File: src/rtl/pipe_ctrl_pkg.sv
// Shared encodings for the pipeline hazard controller.
// Holds forwarding-select codes, the memory-wait FSM states and the timeout limit.
// Also provides the EX-over-MEM forwarding priority helper.
package pipe_ctrl_pkg;

  typedef enum logic [1:0] {
    FWD_RF  = 2'd0,
    FWD_EX  = 2'd1,
    FWD_MEM = 2'd2
  } fwd_sel_t;

  typedef enum logic [1:0] {
    ST_RUN      = 2'd0,
    ST_MEM_WAIT = 2'd1,
    ST_ERR      = 2'd2
  } state_t;

  localparam logic [7:0] MEM_TIMEOUT = 8'd255;

  // The youngest writer (EX) wins over the older one (MEM).
  function automatic fwd_sel_t fwd_pick(input logic ex_hit, input logic mem_hit);
    if (ex_hit) begin
      return FWD_EX;
    end else if (mem_hit) begin
      return FWD_MEM;
    end
    return FWD_RF;
  endfunction

endpackage

File: src/rtl/hazard_match.sv
// Register dependency comparator for one source/writer pair.
// Purely combinational, zero latency.
// x0 is hardwired zero, so a write to it never creates a dependency.
module hazard_match (
  input  logic [4:0] rs,
  input  logic [4:0] wr,
  input  logic       we,
  input  logic       use_rs,
  output logic       hit
);

  assign hit = use_rs && we && (wr != 5'd0) && (rs == wr);

endmodule

File: src/rtl/pipe_hazard_ctrl.sv
// Pipeline hazard controller: load-use / RAW stalls, branch flushes, memory-wait freeze with timeout.
// Stall/flush outputs are combinational (zero latency); forwarding selects are registered (1 cycle).
// Forwarding is built only when PIPE_HAZARD_CTRL_FWD_EN is defined; otherwise every RAW hit stalls.
module pipe_hazard_ctrl
  import pipe_ctrl_pkg::*;
(
  input  logic        clk,
  input  logic        rst,
  input  logic [4:0]  id_rs1,
  input  logic [4:0]  id_rs2,
  input  logic        id_use_rs1,
  input  logic        id_use_rs2,
  input  logic [4:0]  ex_wr,
  input  logic        ex_we,
  input  logic        ex_is_load,
  input  logic [4:0]  mem_wr,
  input  logic        mem_we,
  input  logic        ex_br_taken,
  input  logic        mem_req,
  input  logic        mem_ack,
  output logic [1:0]  fwd_a_sel,
  output logic [1:0]  fwd_b_sel,
  output logic        pc_stall,
  output logic        if_id_stall,
  output logic        id_ex_stall,
  output logic        ex_mem_stall,
  output logic        if_id_flush,
  output logic        id_ex_flush,
  output logic        mem_wb_bubble,
  output logic        mem_timeout,
  output logic [15:0] stall_cnt
);

  logic   rs1_ex_hit, rs2_ex_hit, rs1_mem_hit, rs2_mem_hit;
  logic   load_use, data_haz, frozen;
  state_t state_q, state_d;
  logic [7:0]  wait_q, wait_d, wait_inc;
  logic [15:0] stall_cnt_q;

  hazard_match u_rs1_ex  (.rs(id_rs1), .wr(ex_wr),  .we(ex_we),  .use_rs(id_use_rs1), .hit(rs1_ex_hit));
  hazard_match u_rs2_ex  (.rs(id_rs2), .wr(ex_wr),  .we(ex_we),  .use_rs(id_use_rs2), .hit(rs2_ex_hit));
  hazard_match u_rs1_mem (.rs(id_rs1), .wr(mem_wr), .we(mem_we), .use_rs(id_use_rs1), .hit(rs1_mem_hit));
  hazard_match u_rs2_mem (.rs(id_rs2), .wr(mem_wr), .we(mem_we), .use_rs(id_use_rs2), .hit(rs2_mem_hit));

  assign load_use = ex_is_load && (rs1_ex_hit || rs2_ex_hit);

`ifdef PIPE_HAZARD_CTRL_FWD_EN
  // With forwarding, only a load in EX cannot supply its result in time.
  assign data_haz = load_use;
`else
  // Without forwarding, any in-flight writer must drain first; load hits are a subset.
  assign data_haz = load_use || rs1_ex_hit || rs2_ex_hit || rs1_mem_hit || rs2_mem_hit;
`endif

  assign wait_inc = wait_q + 8'd1;

  // Memory-wait FSM next state plus the stall/flush priority: freeze > branch flush > data hazard.
  always_comb begin
    state_d       = state_q;
    wait_d        = wait_q;
    frozen        = 1'b0;
    pc_stall      = 1'b0;
    if_id_stall   = 1'b0;
    id_ex_stall   = 1'b0;
    ex_mem_stall  = 1'b0;
    if_id_flush   = 1'b0;
    id_ex_flush   = 1'b0;
    mem_wb_bubble = 1'b0;

    case (state_q)
      ST_RUN: begin
        wait_d = 8'd0;
        // An ack in the same cycle as the request completes without a freeze.
        if (mem_req && !mem_ack) begin
          frozen  = 1'b1;
          state_d = ST_MEM_WAIT;
        end
      end
      ST_MEM_WAIT: begin
        if (mem_ack) begin
          wait_d  = 8'd0;
          state_d = ST_RUN;
        end else begin
          frozen = 1'b1;
          wait_d = wait_inc;
          if (wait_inc == MEM_TIMEOUT) begin
            state_d = ST_ERR;
          end
        end
      end
      ST_ERR: begin
        frozen = 1'b1;
      end
      default: begin
        state_d = ST_RUN;
        wait_d  = 8'd0;
      end
    endcase

    if (frozen) begin
      pc_stall      = 1'b1;
      if_id_stall   = 1'b1;
      id_ex_stall   = 1'b1;
      ex_mem_stall  = 1'b1;
      mem_wb_bubble = 1'b1;
    end else if (ex_br_taken) begin
      if_id_flush = 1'b1;
      id_ex_flush = 1'b1;
    end else if (data_haz) begin
      pc_stall    = 1'b1;
      if_id_stall = 1'b1;
      id_ex_flush = 1'b1;
    end
  end

  // FSM state and wait counter registers; only reset leaves ERR.
  always_ff @(posedge clk) begin
    if (rst) begin
      state_q <= ST_RUN;
      wait_q  <= 8'd0;
    end else begin
      state_q <= state_d;
      wait_q  <= wait_d;
    end
  end

  // Saturating count of cycles in which the PC was held.
  always_ff @(posedge clk) begin
    if (rst) begin
      stall_cnt_q <= 16'd0;
    end else if (pc_stall && (stall_cnt_q != 16'hFFFF)) begin
      stall_cnt_q <= stall_cnt_q + 16'd1;
    end
  end

  assign stall_cnt   = stall_cnt_q;
  assign mem_timeout = (state_q == ST_ERR);

`ifdef PIPE_HAZARD_CTRL_FWD_EN
  fwd_sel_t fwd_a_q, fwd_a_d, fwd_b_q, fwd_b_d;

  // Next operand selects; a bubble entering EX must not forward anything.
  always_comb begin
    fwd_a_d = fwd_pick(rs1_ex_hit, rs1_mem_hit);
    fwd_b_d = fwd_pick(rs2_ex_hit, rs2_mem_hit);
    if (id_ex_flush) begin
      fwd_a_d = FWD_RF;
      fwd_b_d = FWD_RF;
    end
  end

  // Selects follow the instruction into EX, so they hold while the pipe is frozen.
  always_ff @(posedge clk) begin
    if (rst) begin
      fwd_a_q <= FWD_RF;
      fwd_b_q <= FWD_RF;
    end else if (!frozen) begin
      fwd_a_q <= fwd_a_d;
      fwd_b_q <= fwd_b_d;
    end
  end

  assign fwd_a_sel = fwd_a_q;
  assign fwd_b_sel = fwd_b_q;
`else
  assign fwd_a_sel = FWD_RF;
  assign fwd_b_sel = FWD_RF;
`endif

endmodule

File: config.mk
export PLATFORM = sky130hd
export DESIGN_NAME = pipe_hazard_ctrl
export DESIGN_NICKNAME = d
export VERILOG_FILES = /design/src/rtl/pipe_ctrl_pkg.sv /design/src/rtl/hazard_match.sv /design/src/rtl/pipe_hazard_ctrl.sv
export SDC_FILE = /design/constraint.sdc
export NUM_CORES = 1
export LEC_CHECK = 0
export ABC_CLOCK_PERIOD_IN_PS = 7300
export CORE_MARGIN = 1
export CORE_UTILIZATION = 49
export DETAILED_ROUTE_END_ITERATION = 10
export MAX_ROUTING_LAYER = met4
export PLACE_DENSITY_LB_ADDON = 0.15
export REMOVE_ABC_BUFFERS = 1
export SYNTH_ARGS = -nofsm -noshare
export SYNTH_HDL_FRONTEND = slang
export SYNTH_SLANG_ARGS = --single-unit
File: constraint.sdc
create_clock -name clk -period 7.3 [get_ports clk]
set_input_delay 1.46 -clock clk [delete_from_list [all_inputs] [get_ports clk]]
set_output_delay 1.46 -clock clk [all_outputs]
set_load 0.02 [all_outputs]
# == Word level (Yosys, flattened, before mapping) ==
# Cells that the tools add are included.
# classes
div,0
mux,17
n_mul,0
n_eq_ne,10
n_bitwise,1
reduce_logical,25
n_addsub,2
n_shift,0
magnitude_cmp,0
# op_table
operator,n
equality test 5 bit,4
"adder 16 x 1 -> 16 bit, second input constant",1
"!= test 16 bit, second input constant",1
one-hot mux 8 bit (2 select lines),1
logical AND 1 bit,15
two-way mux 1 bit,10
nonzero test 5 bit,2
"adder 8 x 1 -> 8 bit, second input constant",1
"equality test 8 bit, second input constant",1
two-way mux 8 bit,1
two-way mux 2 bit,3
one-hot mux 2 bit (3 select lines),1
logical OR 1 bit,5
"!= test 3 bit, second input constant",1
one-hot mux 1 bit (3 select lines),1
AND reduction 3 bit,1
"equality test 2 x 1 -> 1 bit, second input constant",1
"equality test 2 bit, second input constant",1
zero test 2 bit,1
"!= test 2 bit, second input constant",1
zero test 1 bit,1
NOT 1 bit,1
# totals
reg_bits,26
ram_bits,0
output_inout_bits,28
mem_count,0
mem_bits_ro,0
in_bits,30
word_cells,58
latchBits,0

# == Longest topological paths before layout ==
# Gate-level depths: netlist of run 1.
# depth
ltp_word,13
mapped_depth,10
mapped_depth_nobuf,8

# == By module ==
# A second synthesis of run 1 with hierarchy kept.
# hier_totals
cells_unflattened,215
area_unflattened_um2,1819.2
# by_module_without_submodules
mod,seq_area_each_um2,area_per_inst_um2,n_inst,cells_per_inst
pipe_hazard_ctrl,520.5,1514.0,1,175
hazard_match,0.0,76.3,4,10

# == Worst setup path before layout of run 1 ==
# No wires, ideal clock.
# synth_path
kind,input to output
startpoint,input mem_wr[1]
endpoint,output pc_stall
required_time_ns,5.840
path_buffers,1
t_arrival_ns,2.898
setup_slack_ns,2.942
stages,5
path_cell_list,or4_1 > o21a_1 > a22oi_1 > o21ai_0 > buf_4
# synth_between
elab_chain_len,8
elab_cells_between_ends,12
classes_between,eq/ne: 2; mux: 3; reduce/logical: 7
# synth_rtl
item,line,rtl
"start, declared",pipe_hazard_ctrl.sv:16,"input logic [4:0] mem_wr,"
nonzero test 5 bit,hazard_match.sv:12,assign hit = use_rs && we && (wr != 5'd0) && (rs == wr);
logical AND 1 bit (2 in a row),hazard_match.sv:12,
logical OR 1 bit,pipe_hazard_ctrl.sv:52,assign data_haz = load_use || rs1_ex_hit || rs2_ex_hit || rs1_mem_hit || rs2_mem_hit;
logical OR 1 bit *,pipe_hazard_ctrl.sv:52,
two-way mux 1 bit * (3 in a row),-,
"end, declared",pipe_hazard_ctrl.sv:23,"output logic pc_stall,"
# Mark *: on every way between the ends. The rest lies on a longest branch, timed or not.

# == Worst setup path in the final report of run 1 ==
# layout_path
startpoint,input ex_wr[3]
endpoint,output pc_stall
# layout_between
elab_chain_len,12
elab_cells_between_ends,16
classes_between,eq/ne: 2; mux: 3; reduce/logical: 11
# layout_rtl
item,line,rtl
"start, declared",pipe_hazard_ctrl.sv:13,"input logic [4:0] ex_wr,"
nonzero test 5 bit,hazard_match.sv:12,
logical AND 1 bit (2 in a row),hazard_match.sv:12,
logical OR 1 bit,pipe_hazard_ctrl.sv:45,assign load_use = ex_is_load && (rs1_ex_hit || rs2_ex_hit);
logical AND 1 bit,pipe_hazard_ctrl.sv:45,
logical OR 1 bit,pipe_hazard_ctrl.sv:52,
logical OR 1 bit * (3 in a row),pipe_hazard_ctrl.sv:52,
two-way mux 1 bit *,pipe_hazard_ctrl.sv:109,end else if (data_haz) begin
two-way mux 1 bit *,pipe_hazard_ctrl.sv:106,end else if (ex_br_taken) begin
two-way mux 1 bit *,pipe_hazard_ctrl.sv:100,if (frozen) begin
# Marks and branches as above.

==> flow_metrics.py, run 1 <==
metrics = {
    "outcome": {
        "status": "finished, final reports clean",
    },
    "cts": {
        "clk_transition_reported_paths_ns": 0.14,
        "cts_resized": 0,
        "cts_hold_buf": 0,
        "cts_post_setup_buffers_inserted": 0,
        "ctsRootBufferMaster": "sky130_fd_sc_hd__clkbuf_4",
        "max-clock-path-buffers": 2,
        "numCtsBuffers": 3,
        "ctsHtreeMaxLevel": 1,
        "clkSinkCount": 26,
        "clk-insertion-delay-late_ns": 0.31,
        "tritoncts_clock_tree": "done",
    },
    "sta": {
        "slew-limit-headroom": 0.5884,
        "final_max_slew_viol_count": 0,
        "setup-tns-final_ns": 0,
        "fin_crit_ns": 5.209,
        "timing_hold_violations_final": 0,
        "skew_ns": 0.007772,
        "layout_worst_path_cycle_share": 0.7136,
        "fmax_mhz": 192.0,
        "tightest_slew_ns": 0.6174,
        "setup_viol": 0,
        "rsz0062_at_grt": "no",
    },
    "drt": {
        "drtAntennaViolNets": 0,
        "drcViolationCount": 0,
        "num_vias": 1602,
        "detailedRoute.firstIterationViolations": 52,
        "routed_wl_um": 3826,
        "drt_first_pass_iters": 4,
        "drt-vias-per-instance": 5.340,
        "post_drt_wl_per_cell_um": 12.75,
    },
    "floorplan": {
        "number_of_core_rows": 20,
        "total_die_area_um2": 3694,
        "die-height_um": 60.78,
        "die_x_um": 60.78,
        "ios": 58,
        "placeableCoreArea_um2": 3153,
        "start_util": 0.5369,
    },
    "setup_path": {
        "critPathSlowestCell": "sky130_fd_sc_hd__clkdlybuf4s50_1",
        "setup.reg_to_reg.worst_slack_ns": 4.43,
        "critical-path-max-stage-delay_ns": 0.69,
        "cpMostUsedCell": "sky130_fd_sc_hd__clkdlybuf4s50_1",
        "reg2reg_to": "stall_cnt[13]$_SDFFE_PP0P_",
        "cp-start-kind": "input port",
        "reg2regPathDepth": 7,
        "worstPathCellList": "clkdlybuf4s50_1 > xnor2_1 > nand4_1 > o22ai_1 > a22oi_1 > o21ai_0 > clkdlybuf4s50_1",
        "critical_path_class": "in2out",
        "critical_path_arrival_ns": 3.75,
        "required_time_at_the_endpoint_of_the_critical_path_ns": 5.84,
        "critical_path.endpoint_type": "output pin",
        "timing.critical_path.fanout_max": 3,
        "rr_startpoint": "stall_cnt[4]$_SDFFE_PP0P_",
    },
    "flow_run": {
        "drv.max_cap_violation_count": 0,
    },
    "yosys": {
        "synth_largest_area_cell": "sky130_fd_sc_hd__dfxtp_1",
        "synthFlopType": "sky130_fd_sc_hd__dfxtp_1",
        "yosysUniqueCellTypes": 41,
        "synth_warnings": 0,
        "synth_sequential_area_ratio": 0.3075,
        "synth_area_per_cell_um2": 8.023,
        "netlist_area_um2": 1693,
        "postSynth.asyncResetShare": 0,
        "synth_edf_count": 0,
        "syn_inst": 211,
        "synth.ff_latch_count": 26,
        "synth_top_area_frac": 0.3075,
        "post_synth_main_area_contributors": "sky130_fd_sc_hd__dfxtp_1 (31%), sky130_fd_sc_hd__xnor2_1 (14%), sky130_fd_sc_hd__nor2_1 (5.8%), sky130_fd_sc_hd__a21oi_1 (5.0%), sky130_fd_sc_hd__buf_4 (3.1%)",
    },
    "power": {
        "p_sw_mw": 0.07130,
        "p_int_mw": 0.1942,
        "power.clock.fraction": 0.226,
        "powerDensity_nw_per_um2": 120.4,
        "sequentialPowerShare": 0.547,
        "switching_share": 0.2685,
        "power.combinational.fraction": 0.227,
        "max-vdd-ir-drop_uv": 143.0,
        "total_leakage_power_nw": 0.7111,
    },
    "place": {
        "place.detailed.hpwl_um": 2917,
        "last_weighted_congestion_value_of_the_routability_driven_placer": 0.8261,
        "port_buffers": 52,
    },
    "final_layout": {
        "final_common_cell": "sky130_fd_sc_hd__clkdlybuf4s50_1",
        "diodes": 0,
        "final_net_count": 291,
        "final_cell_mix": "sky130_fd_sc_hd__clkdlybuf4s50_1 (52), sky130_fd_sc_hd__xnor2_1 (27), sky130_fd_sc_hd__nor2_1 (26), sky130_fd_sc_hd__dfxtp_1 (26), sky130_fd_sc_hd__a21oi_1 (17)",
        "layout-drive-gt1-share": 0.04688,
        "fillCellCount": 290,
        "layout_utilization": 0.6996,
        "syn_to_final_growth_pct": 30.30,
    },
    "global_route": {
        "grt_antenna_before_repair": 0,
        "grt_max_degree": 28,
        "total_global_route_track_usage": 0.2235,
        "grt_busiest_layer": "met2",
        "grt_use_met1": 0.2952,
        "grt_use_met2": 0.3422,
        "first_global_vias": 1426,
        "first_pass_grt_wire_length_um": 6106,
        "grt_use_met3": 0.03838,
        "globalRouteOverflowTotal": 0,
    },
    "worst_hold_path": {
        "holdCritStartpoint": "stall_cnt[12]$_SDFFE_PP0P_",
        "worst_hold_path.num_cells": 2,
        "min-delay-path-class": "reg2reg",
        "min_to": "stall_cnt[12]$_SDFFE_PP0P_",
    },
}
==> cell families after synthesis <==
group	Yosys count	synth area share
compound gates	44	0.1633
xor+xnor	30	0.1552
fa+ha+maj	3	0.02218
buf+inv	23	0.08129
flops	26	0.3075
mux	2	0.01478
other cells	1	0.002215
simple gates	82	0.2535
==> synthesized netlist by cell type (2+ instances only) <==
library cell,number
sky130_fd_sc_hd__buf_4,7
sky130_fd_sc_hd__xnor2_1,27
sky130_fd_sc_hd__nand4_1,8
sky130_fd_sc_hd__nand2_1,14
sky130_fd_sc_hd__nor2_1,26
sky130_fd_sc_hd__o21ai_1,3
sky130_fd_sc_hd__or3_1,5
sky130_fd_sc_hd__dfxtp_1,26
sky130_fd_sc_hd__or2_2,2
sky130_fd_sc_hd__clkbuf_1,4
sky130_fd_sc_hd__nor3_1,2
sky130_fd_sc_hd__a21oi_1,17
sky130_fd_sc_hd__a22oi_1,3
sky130_fd_sc_hd__o31ai_1,4
sky130_fd_sc_hd__nand3_1,7
sky130_fd_sc_hd__inv_1,9
sky130_fd_sc_hd__xor2_1,3
sky130_fd_sc_hd__o21ai_0,6
sky130_fd_sc_hd__nor4_1,2
sky130_fd_sc_hd__a2111oi_0,3
sky130_fd_sc_hd__or3_4,2
sky130_fd_sc_hd__and3_1,3
sky130_fd_sc_hd__o22ai_1,2
sky130_fd_sc_hd__o21a_1,2
sky130_fd_sc_hd__ha_1,3
sky130_fd_sc_hd__a211oi_1,2
sky130_fd_sc_hd__or4_1,5
==> metrics by stage <==
step / instance area (um^2) / worst slack, ns / instances / total power [mW] / hold WS, ns
2_1_floorplan: 1600 / 2.878 / 200 / 0.1758 / 0.4742
3_3_place_gp: 2183 / 2.143 / 297 / 0.2076 / 0.5011
3_5_place_dp: 2183 / 2.133 / 297 / 0.2083 / 0.5019
4_1_cts: 2206 / 2.125 / 300 / 0.2681 / 0.5217
5_1_grt: 2206 / 1.942 / 300 / 0.2780 / 0.5384
6_report: 2206 / 2.091 / 300 / 0.2655 / 0.5266
==> worst max path at each step <==
stage,to,cells after the start,start
floorplan,if_id_stall,5,ex_wr[1]
global placement,pc_stall,6,ex_wr[0]
detailed placement,pc_stall,7,ex_wr[1]
CTS,pc_stall,7,mem_wr[4]
global route,pc_stall,7,ex_wr[3]
finish,pc_stall,7,ex_wr[3]
==> routing by layer <==
layer	routed length (um)	share of wire	vias to the layer above
met2	1681	0.44	43
met5	0	0	-
li1	-	-	826
met4	38	0.0099	0
met1	1916	0.50	729
met3	189	0.049	4
==> cell type report <==
type	instances	area, um^2	area share
well taps	44	55.05	0.02496
flip-flops and latches	26	520.5	0.2360
clock buffers	3	22.52	0.01021
multi-input cells	165	1046	0.4742
repair buffers	53	528.0	0.2394
inverters	9	33.78	0.01531
==> worst max-delay path, delay by kind of cell <==
family / cells / cell delay, ns
buf+inv: 2 / 1.22
compound gates: 3 / 0.79
xor+xnor: 1 / 0.15
simple gates: 1 / 0.12
==> power by group through the flow <==
stage	Sequential (mW)	Clock (mW)	Combinational, mW
3_3_place_gp	0.148	0	0.0593
2_1_floorplan	0.149	0	0.0266
3_5_place_dp	0.148	0	0.0600
5_1_grt	0.146	0.0675	0.0649
6_report	0.145	0.0600	0.0604
4_1_cts	0.145	0.0625	0.0603
==> state kept, by name, indices dropped and copies added (netlist names) <==
signal and cells:
wait_q 8, state_q 2, stall_cnt 16
No activity file was read; power rests on OpenSTA's default activity.
==> inputs of run 2 (changes only) <==
--- a/config.mk
+++ b/config.mk
@@ -5,9 +5,9 @@
 export SDC_FILE = /design/constraint.sdc
 export NUM_CORES = 1
 export LEC_CHECK = 0
-export ABC_CLOCK_PERIOD_IN_PS = 7300
+export ABC_CLOCK_PERIOD_IN_PS = 5130
 export CORE_MARGIN = 1
-export CORE_UTILIZATION = 49
+export CORE_UTILIZATION = 45
 export DETAILED_ROUTE_END_ITERATION = 10
 export MAX_ROUTING_LAYER = met4
 export PLACE_DENSITY_LB_ADDON = 0.15
==> constraint.sdc (replaced) <==
create_clock -name clk -period 5.13 [get_ports clk]
set_input_delay 1.026 -clock clk [delete_from_list [all_inputs] [get_ports clk]]
set_output_delay 1.026 -clock clk [all_outputs]
set_load 0.02 [all_outputs]
==> run 2 against run 1 <==
Against the previous run: count of clock-buffer cells in the layout unchanged; combinational power increased by 41%; cell count increased by 0.33%; via count increased by 1.9%; highest routed layer unchanged; clock power increased by 97%; sequential share of layout area decreased by 0.15 points; non-clock buffer count decreased by 1; largest power group unchanged.
==> flow_metrics.py, run 2 (same netlist as run 1, synthesis figures left out) <==
metrics = {
    "setup_path": {
        "worstPathCellList": "clkdlybuf4s50_1 > xnor2_1 > nand4_1 > o22ai_1 > a22oi_1 > o21ai_0 > clkdlybuf4s50_1",
        "cpMostUsedCell": "sky130_fd_sc_hd__clkdlybuf4s50_1",
        "critical-path-max-stage-delay_ns": 0.69,
        "required_time_at_the_endpoint_of_the_critical_path_ns": 4.10,
        "path_delay_family": "buffers and inverters",
        "critical_path.endpoint_type": "output pin",
        "critical_path_class": "in2out",
        "cp_num_buf_inv": 2,
        "critical_path_arrival_ns": 3.33,
        "critPathSlowestCell": "sky130_fd_sc_hd__clkdlybuf4s50_1",
        "cp-start-kind": "input port",
        "timing.critical_path.fanout_max": 3,
    },
    "final_layout": {
        "diodes": 0,
        "final_net_count": 290,
        "syn_to_final_growth_pct": 31.12,
        "final_cell_mix": "sky130_fd_sc_hd__clkdlybuf4s50_1 (52), sky130_fd_sc_hd__xnor2_1 (27), sky130_fd_sc_hd__nor2_1 (26), sky130_fd_sc_hd__dfxtp_1 (26), sky130_fd_sc_hd__a21oi_1 (17)",
        "largest_register_ffs": 16,
        "layout-drive-gt1-share": 0.04314,
        "final_common_cell": "sky130_fd_sc_hd__clkdlybuf4s50_1",
    },
    "power": {
        "powerDensity_nw_per_um2": 184.5,
        "max-vdd-ir-drop_uv": 125.5,
        "power.combinational.fraction": 0.208,
        "total_leakage_power_nw": 0.7141,
        "p_sw_mw": 0.1085,
        "p_int_mw": 0.3010,
        "power.clock.fraction": 0.288,
        "switching_share": 0.2650,
        "report.power.total_mw": 0.4095,
        "sequentialPowerShare": 0.504,
    },
    "floorplan": {
        "start_util": 0.4881,
        "die-height_um": 63.34,
        "die_x_um": 63.34,
        "number_of_core_rows": 21,
        "ios": 58,
        "total_die_area_um2": 4011,
        "placeableCoreArea_um2": 3468,
    },
    "cts": {
        "clk_transition_reported_paths_ns": 0.09,
        "cts_post_setup_buffers_inserted": 0,
        "cts_resized": 0,
        "clkSinkCount": 26,
        "numCtsBuffers": 3,
        "ctsRootBufferMaster": "sky130_fd_sc_hd__clkbuf_8",
        "ctsHtreeMaxLevel": 1,
        "cts_hold_buf": 0,
        "max-clock-path-buffers": 2,
        "tritoncts_clock_tree": "done",
        "clk-insertion-delay-late_ns": 0.28,
    },
    "place": {
        "place.detailed.hpwl_um": 2919,
        "port_buffers": 52,
        "last_weighted_congestion_value_of_the_routability_driven_placer": 0.8542,
        "dp_worst_setup_slack_ns": 0.8013,
    },
    "sta": {
        "rsz0062_at_grt": "no",
        "timing.final.ws_setup_ns": 0.7779,
        "fin_crit_ns": 4.352,
        "skew_ns": 0.003433,
        "setup-tns-final_ns": 0,
        "layout_worst_path_cycle_share": 0.8484,
        "final_max_slew_viol_count": 0,
        "slew-limit-headroom": 0.3558,
        "timing_hold_violations_final": 0,
        "tightest_slew_ns": 0.9632,
        "setup_viol": 0,
        "fmax_mhz": 229.8,
    },
    "drt": {
        "routed_wl_um": 3990,
        "drcViolationCount": 0,
        "num_vias": 1632,
        "post_drt_wl_per_cell_um": 13.26,
        "detailedRoute.firstIterationViolations": 44,
        "drt_first_pass_iters": 4,
        "drt-vias-per-instance": 5.422,
        "drtAntennaViolNets": 0,
    },
    "global_route": {
        "first_pass_grt_wire_length_um": 6637,
        "globalRouteOverflowTotal": 0,
        "first_global_vias": 1555,
        "total_global_route_track_usage": 0.2122,
        "grt_antenna_before_repair": 0,
        "grt_max_degree": 28,
    },
    "outcome": {
        "status": "finished, final reports clean",
    },
    "flow_run": {
        "drv.max_cap_violation_count": 0,
    },
    "worst_hold_path": {
        "min-delay-path-class": "reg2reg",
    },
}
[run 2: changes by cell type in the layout (fill, tap and decap cells not counted), sizes merged]
cell | previous run | this run
buf | 1 | 0
[run 2: final timing paths]
| check | end | from | cells after the start | slack (ns) |
|---|---|---|---|---|
| hold / removal | stall_cnt[15]$_SDFFE_PP0P_ | stall_cnt[15]$_SDFFE_PP0P_ | 2 | 0.52 |
| setup reg to reg | stall_cnt[13]$_SDFFE_PP0P_ | stall_cnt[0]$_SDFFE_PP0P_ | 7 | 2.29 |
| setup / recovery | if_id_stall | id_rs2[1] | 7 | 0.78 |
| hold reg to reg | stall_cnt[15]$_SDFFE_PP0P_ | stall_cnt[15]$_SDFFE_PP0P_ | 2 | 0.52 |
[run 2: layout make-up]
class                   instances  area (um^2)
repair buffers                 52        520.5
flip-flops and latches         26        520.5
fillers                       339         1249
multi-input cells             165         1046
clock buffers                   3        41.29
well taps                      46        57.56
inverters                       9        33.78
[run 2: worst reg2reg max path, delay by kind of cell, from the launching register on]
family | cells | cell delay, ns
adder cells (fa/ha/maj) | 1 | 0.21
AO/OA/AOI/OAI | 1 | 0.30
flip-flops | 1 | 0.43
AND/OR/NAND/NOR | 4 | 1.48
multiplexers | 1 | 0.31
[run 2: through the flow]
step,utilization,std cells,hold WS (ns),cell area (um^2)
finish,0.6400,301,0.5164,2220
global route,0.6400,301,0.5406,2220
CTS,0.6400,301,0.5195,2220
detailed placement,0.6281,298,0.5037,2178
global placement,0.6281,298,0.4970,2178
floorplan,-,200,0.4742,1600
[run 2: power groups by stage]
stage / sequential [mW] / combinational (mW) / clock, mW
2_1_floorplan: 0.212 / 0.0378 / 0
3_3_place_gp: 0.211 / 0.0850 / 0
3_5_place_dp: 0.211 / 0.0850 / 0
4_1_cts: 0.206 / 0.0857 / 0.120
5_1_grt: 0.207 / 0.0916 / 0.128
6_report: 0.206 / 0.0851 / 0.118
[run 2: routing by layer]
layer	track usage	vias up	wire length (um)
met5	-	-	0
met4	0.1080	0	107
met3	0.03080	9	249
met2	0.3338	63	1715
met1	0.2625	743	1918
li1	-	817	-
